==> src/rtl/mips_ctrl_pkg.sv <==
// Shared MIPS control definitions: opcodes, datapath select encodings and the
// multicycle FSM state type. Also used by the ALU control block.
package mips_ctrl_pkg;

   localparam logic [5:0] OP_RTYPE = 6'b000000;
   localparam logic [5:0] OP_ADDI  = 6'b001000;
   localparam logic [5:0] OP_LW    = 6'b100011;
   localparam logic [5:0] OP_SW    = 6'b101011;
   localparam logic [5:0] OP_BEQ   = 6'b000100;
   localparam logic [5:0] OP_J     = 6'b000010;

   localparam logic [1:0] ALUOP_ADD   = 2'b00;
   localparam logic [1:0] ALUOP_SUB   = 2'b01;
   localparam logic [1:0] ALUOP_FUNCT = 2'b11;

   localparam logic [1:0] SRCB_RT   = 2'b00;
   localparam logic [1:0] SRCB_FOUR = 2'b01;
   localparam logic [1:0] SRCB_IMM  = 2'b10;
   localparam logic [1:0] SRCB_BR   = 2'b11;

   localparam logic [1:0] PCSRC_ALU    = 2'b00;
   localparam logic [1:0] PCSRC_ALUOUT = 2'b01;
   localparam logic [1:0] PCSRC_JUMP   = 2'b10;

   typedef enum logic [3:0] {
      S_FETCH, S_DECODE, S_EXEC, S_RWB, S_ADDI_EX, S_ADDI_WB,
      S_MEMADDR, S_MEMREAD, S_MEMWB, S_MEMWRITE, S_BRANCH, S_JUMP
   } state_t;

   function automatic logic is_legal_op(input logic [5:0] op);
      return (op == OP_RTYPE) || (op == OP_ADDI) || (op == OP_LW) ||
             (op == OP_SW) || (op == OP_BEQ) || (op == OP_J);
   endfunction

endpackage

==> src/rtl/mul_latency_counter.sv <==
// Counts cycles a multiply has spent in EXEC; done marks the final cycle.
module mul_latency_counter
   import mips_ctrl_pkg::*;
#(
   parameter int MUL_CYCLES = 4,
   parameter int CNT_W      = 4
) (
   input  logic clk_i,
   input  logic rst_i,
   input  logic en_i,
   input  logic clr_i,
   output logic done_o
);

   logic [CNT_W-1:0] r_cnt;

   assign done_o = (r_cnt == CNT_W'(MUL_CYCLES - 1));

   always_ff @(posedge clk_i or posedge rst_i) begin
      if (rst_i)
         r_cnt <= '0;
      else if (clr_i)
         r_cnt <= '0;
      else if (en_i)
         r_cnt <= r_cnt + CNT_W'(1);
   end

endmodule

==> src/rtl/multicycle_control.sv <==
// Multicycle MIPS main control FSM: FETCH/DECODE/EXEC/MEM/WB sequencing with
// memory ready stalls and a multi-cycle EXEC hold for mul.
module multicycle_control
   import mips_ctrl_pkg::*;
#(
   parameter int         MUL_CYCLES = 4,
   parameter logic [5:0] MUL_FUNCT  = 6'b011000,
   parameter int         CNT_W      = 4
) (
   input  logic       clk_i,
   input  logic       rst_i,
   input  logic [5:0] Op_i,
   input  logic [5:0] Funct_i,
   input  logic       mem_ready_i,
   output logic       PCWrite_o,
   output logic       PCWriteCond_o,
   output logic       IorD_o,
   output logic       MemRead_o,
   output logic       MemWrite_o,
   output logic       IRWrite_o,
   output logic       MemtoReg_o,
   output logic       RegDst_o,
   output logic       RegWrite_o,
   output logic       ALUSrcA_o,
   output logic [1:0] ALUSrcB_o,
   output logic [1:0] ALUOp_o,
   output logic [1:0] PCSource_o,
   output logic       mul_busy_o,
   output logic       illegal_o
);

   state_t r_state;
   logic   w_is_mul;
   logic   w_mul_en;
   logic   w_mul_done;

   assign w_is_mul = (Funct_i == MUL_FUNCT);
   assign w_mul_en = (r_state == S_EXEC) && w_is_mul;

   mul_latency_counter #(
      .MUL_CYCLES (MUL_CYCLES),
      .CNT_W      (CNT_W)
   ) u_mul_cnt (
      .clk_i  (clk_i),
      .rst_i  (rst_i),
      .en_i   (w_mul_en),
      .clr_i  (w_mul_en && w_mul_done),
      .done_o (w_mul_done)
   );

   always_ff @(posedge clk_i or posedge rst_i) begin
      if (rst_i) begin
         r_state <= S_FETCH;
      end else begin
         case (r_state)
            S_FETCH:    if (mem_ready_i) r_state <= S_DECODE;
            S_DECODE: begin
               case (Op_i)
                  OP_RTYPE:     r_state <= S_EXEC;
                  OP_ADDI:      r_state <= S_ADDI_EX;
                  OP_LW, OP_SW: r_state <= S_MEMADDR;
                  OP_BEQ:       r_state <= S_BRANCH;
                  OP_J:         r_state <= S_JUMP;
                  default:      r_state <= S_FETCH;
               endcase
            end
            S_EXEC:     if (!w_is_mul || w_mul_done) r_state <= S_RWB;
            S_ADDI_EX:  r_state <= S_ADDI_WB;
            S_MEMADDR:  r_state <= (Op_i == OP_SW) ? S_MEMWRITE : S_MEMREAD;
            S_MEMREAD:  if (mem_ready_i) r_state <= S_MEMWB;
            S_MEMWRITE: if (mem_ready_i) r_state <= S_FETCH;
            default:    r_state <= S_FETCH;
         endcase
      end
   end

   // Outputs are forced low for the whole reset window, not just after the edge.
   always_comb begin
      PCWrite_o     = 1'b0;
      PCWriteCond_o = 1'b0;
      IorD_o        = 1'b0;
      MemRead_o     = 1'b0;
      MemWrite_o    = 1'b0;
      IRWrite_o     = 1'b0;
      MemtoReg_o    = 1'b0;
      RegDst_o      = 1'b0;
      RegWrite_o    = 1'b0;
      ALUSrcA_o     = 1'b0;
      ALUSrcB_o     = SRCB_RT;
      ALUOp_o       = ALUOP_ADD;
      PCSource_o    = PCSRC_ALU;
      mul_busy_o    = 1'b0;
      illegal_o     = 1'b0;
      if (!rst_i) begin
         case (r_state)
            S_FETCH: begin
               MemRead_o = 1'b1;
               ALUSrcB_o = SRCB_FOUR;
               IRWrite_o = mem_ready_i;
               PCWrite_o = mem_ready_i;
            end
            S_DECODE: begin
               ALUSrcB_o = SRCB_BR;
               illegal_o = !is_legal_op(Op_i);
            end
            S_EXEC: begin
               ALUSrcA_o  = 1'b1;
               ALUOp_o    = ALUOP_FUNCT;
               mul_busy_o = w_is_mul;
            end
            S_RWB: begin
               RegDst_o   = 1'b1;
               RegWrite_o = 1'b1;
            end
            S_ADDI_EX, S_MEMADDR: begin
               ALUSrcA_o = 1'b1;
               ALUSrcB_o = SRCB_IMM;
            end
            S_ADDI_WB:  RegWrite_o = 1'b1;
            S_MEMREAD: begin
               MemRead_o = 1'b1;
               IorD_o    = 1'b1;
            end
            S_MEMWB: begin
               MemtoReg_o = 1'b1;
               RegWrite_o = 1'b1;
            end
            S_MEMWRITE: begin
               MemWrite_o = 1'b1;
               IorD_o     = 1'b1;
            end
            S_BRANCH: begin
               ALUSrcA_o     = 1'b1;
               ALUOp_o       = ALUOP_SUB;
               PCWriteCond_o = 1'b1;
               PCSource_o    = PCSRC_ALUOUT;
            end
            S_JUMP: begin
               PCWrite_o  = 1'b1;
               PCSource_o = PCSRC_JUMP;
            end
            default: ;
         endcase
      end
   end

endmodule

==> config.mk <==
export PLATFORM = sky130hd
export DESIGN_NAME = multicycle_control
export DESIGN_NICKNAME = d
export VERILOG_FILES = /design/src/rtl/mips_ctrl_pkg.sv /design/src/rtl/mul_latency_counter.sv /design/src/rtl/multicycle_control.sv
export SDC_FILE = /design/constraint.sdc
export NUM_CORES = 1
export LEC_CHECK = 0
export CORE_MARGIN = 2
export CORE_UTILIZATION = 34
export DETAILED_ROUTE_END_ITERATION = 8
export PLACE_DENSITY = 0.71
export SKIP_CTS_REPAIR_TIMING = 1
export SYNTH_ARGS = -nofsm -noshare
export SYNTH_HDL_FRONTEND = slang
export SYNTH_HIERARCHICAL = 1
export SYNTH_SLANG_ARGS = --single-unit
==> constraint.sdc <==
create_clock -name clk_i -period 4.9 [get_ports clk_i]
set_input_delay 1.47 -clock clk_i [delete_from_list [all_inputs] [get_ports clk_i]]
set_output_delay 1.47 -clock clk_i [all_outputs]
set_load 0.005 [all_outputs]
==> results of run 1 <==
-- worst min-delay path: cells and delay by family, from the launching register on --
family           cells  cell delay, ns
flip-flops           1            0.37
multiplexers         1            0.08
AND/OR/NAND/NOR      1            0.08
-- synthesized netlist by cell type, drive strengths merged, types with 2 or more instances --
| cell | instances | area (um^2) |
|---|---|---|
| a211oi | 2 | 15.0 |
| a21oi | 2 | 10.0 |
| a31oi | 3 | 18.8 |
| buf | 3 | 23.8 |
| clkbuf | 7 | 26.3 |
| dfrtp | 8 | 200 |
| inv | 5 | 18.8 |
| mux2 | 2 | 26.3 |
| mux2i | 3 | 30.0 |
| nand2 | 5 | 18.8 |
| nand2b | 2 | 12.5 |
| nand3 | 3 | 15.0 |
| nand4 | 2 | 12.5 |
| nor2 | 18 | 67.6 |
| nor2b | 3 | 18.8 |
| nor3 | 6 | 30.0 |
| nor4b | 4 | 35.0 |
| o21ai | 3 | 15.0 |
| o41ai | 2 | 17.5 |
| or3 | 2 | 12.5 |
| xnor2 | 2 | 17.5 |
-- final timing paths --
| path | to | depth (start not counted) |
|---|---|---|
| worst max-delay path | illegal_o | 5 |
| worst min-delay path | u_mul_cnt/r_cnt[1] | 2 |
| worst max register to register | u_mul_cnt/r_cnt[3] | 6 |
| worst min register to register | u_mul_cnt/r_cnt[1] | 2 |
| max in group asynchronous | u_mul_cnt/r_cnt[0] | 3 |
| min in group asynchronous | r_state[3] | 2 |
-- area by class of cell --
class	instances	area, um^2	share of cell area, %
clock buffer	3	22.5	1.91
inverter	5	18.8	1.59
multi-input combinational	86	566	48.0
sequential	8	200	17.0
tap	28	35.0	2.98
timing repair buffer	34	335	28.5
-- metrics by stage --
step / instance area, um^2 / power, mW / hold slack (ns) / setup slack (ns)
6_report: 1180 / 0.363 / 0.575 / 0.245
5_1_grt: 1180 / 0.392 / 0.612 / 0.0961
4_1_cts: 1170 / 0.363 / 0.581 / 0.194
3_5_place_dp: 1150 / 0.312 / 0.564 / 0.202
3_3_place_gp: 1150 / 0.312 / 0.539 / 0.240
2_1_floorplan: 828 / 0.235 / 0.513 / 1.14
-- state kept, by name, summed over array words and instances (netlist names) --
| register | cells |
|---|---|
| u_mul_cnt/r_cnt | 4 |
| r_state | 4 |
-- metal layers --
metal  up-vias  share of wire [%]  track usage [%]
met3         4                5.5             1.69
met5         -                  0                0
li1        458                  -                -
met4         0                2.0             9.83
met1       424                 45             21.3
met2        31                 48             24.1
-- power groups by stage --
stage | Sequential [mW] | Clock, mW | Combinational (mW)
final | 0.124 | 0.0496 | 0.190
after global routing | 0.129 | 0.0532 | 0.210
after CTS | 0.123 | 0.0514 | 0.189
after detailed placement | 0.124 | 0 | 0.188
after global placement | 0.124 | 0 | 0.187
after floorplan | 0.0830 | 0 | 0.152
-- cells by family (layout without fill, tap and decap cells) --
group | after synthesis | after routing | share of synthesized area [%]
AO/OA/AOI/OAI | 21 | 21 | 18.6
XOR/XNOR | 2 | 2 | 2.12
adder cells (fa/ha/maj) | 2 | 2 | 2.72
buffers and inverters | 15 | 42 | 8.31
flip-flops | 8 | 8 | 24.2
multiplexers | 5 | 5 | 6.80
AND/OR/NAND/NOR | 56 | 56 | 37.3
==> summary.md, run 1 <==
| Metric | Value |
|---|---|
| Int Pwr | `213 uW` |
| Sequential-to-total area share from yosys stat | `24.2%` |
| Commonest cells after routing, fill and taps aside | `32 x clkdlybuf4s50_1, 18 x nor2_1, 8 x dfrtp_1` |
| First-pass GRT wire length | `3.33 mm` |
| DR vias | `917` |
| Cell area after synthesis | `828 um^2` |
| Fin cells | `164` |
| Slew @ Worst Pin | `0.564 ns` |
| Clock share of power | `13.7%` |
| Final setup viols | `0` |
| FP Rows | `17` |
| Fin nets | `154` |
| Synth Flop Type | `dfrtp_1` |
| Routed WL | `2.09 mm` |
| Core area | `2250 um^2` |
| Post-synthesis cell count | `109` |
| Core Util, Final | `52.2%` |
| #FFs+latches synth | `8` |
| CP cell instances | `clkdlybuf4s50_1, and4b_1, o21ai_0, nor4b_2, clkdlybuf4s50_1` |
| Hold Path Origin | `u_mul_cnt/r_cnt[1]` |
| Skew-Pair Late Insertion Delay | `0.25 ns` |
| Async set-reset flop share out of synthesis | `100%` |
| Kind of end point of the critical path | `output pin` |
| Delay-heaviest family, CP | `buffers and inverters` |
| Die width | `53.4 um` |
| Worst rel slew slack | `62.4%` |
| Max Cap Viol | `0` |
| Setup TNS | `0 ns` |
| Clk root buf | `clkbuf_4` |
| Post-route antenna net violation count | `0` |
| Lkg Pwr | `0.464 nW` |
| CP Launch Type | `input port` |
| Net Sw Power | `150 uW` |
| Number of port buffers | `32` |
| RSZ-0062 raised after global routing | `false` |
| Tmin final | `4.65 ns` |
| Yosys Warn Count | `6` |
| Die area | `2850 um^2` |
| Placed Cells | `161` |
| Crit Path Max Fanout | `5` |
| Net switching share of the total power | `41.3%` |
| Crit path top cell by count | `clkdlybuf4s50_1` |
| WL per Instance | `12.8 um` |
| Worst endpoint required time | `3.43 ns` |
| Post-synth EDFFs | `0` |
| # fillers | `231` |
| Largest net degree at the start of global routing | `21` |
| Critical-path top delay cell | `clkdlybuf4s50_1` |
| Total global-route track usage | `15.9%` |
| Number of remaining DRC errors | `0` |
| Drt pass-1 iters | `4` |
| Starting Density | `36.7%` |
| FF-to-FF setup slack | `2.86 ns` |
| Post-synthesis cell type count | `46` |
| HP Class | `reg -> reg` |
| Grt ovf | `0` |
| RR Startpoint | `r_state[1]` |
| Setup Skew | `0.00107 ns` |
| Area delta synth->final | `42.1%` |
| Post-DP HPWL | `1.64 mm` |
| Setup CP Type | `in -> out` |
| Inserted Diodes | `0` |
| TritonCTS Buffers | `3` |
| RePlAce Congestion | `0.898` |
| Share of layout cells above drive strength 1 | `8.09%` |
| Die Y-Extent | `53.4 um` |
| Boundary Pins | `33` |
| CP peak stage delay | `0.57 ns` |
| Combinational power share | `52.2%` |
| Most common cell after layout, fill and taps aside | `clkdlybuf4s50_1` |
| Power per cell area | `308 nW/um^2` |
| Worst-case vdd ir drop | `0.000168 V` |
| Clk buf depth | `2` |
| CTS tree | `yes` |
| CP bufs+invs | `2` |
| Initial antenna violation count | `0` |
| Sequential Power Share | `34.1%` |
| Final worst-path cycle share | `95.0%` |
| Syn nets | `125` |
| CTS clk-pin slew, worst paths | `0.05 ns` |
| H-tree levels | `1` |
| Final Hold Violating Endpoints | `0` |
| Fin. max-slew vios | `0` |
| DR iter-0 viols | `36` |
| Vias in the first global route | `782` |
| Status | `finished, final reports clean` |
| Arrival @ worst endpoint | `3.18 ns` |
| Via-per-instance ratio | `5.59` |
| Post-synthesis area per instance | `7.60 um^2` |
| Clock sink total | `8` |
| Worst Setup SP | `Op_i[2]` |
| Max Fclk | `215 MHz` |
Note: power is estimated with default switching activity, not from simulation.
==> inputs of run 2 (changes only) <==
Settings changed: CAP_MARGIN set to 20.
==> results of run 2 <==
Final layout, timing and power as in run 1 (identical DEF).
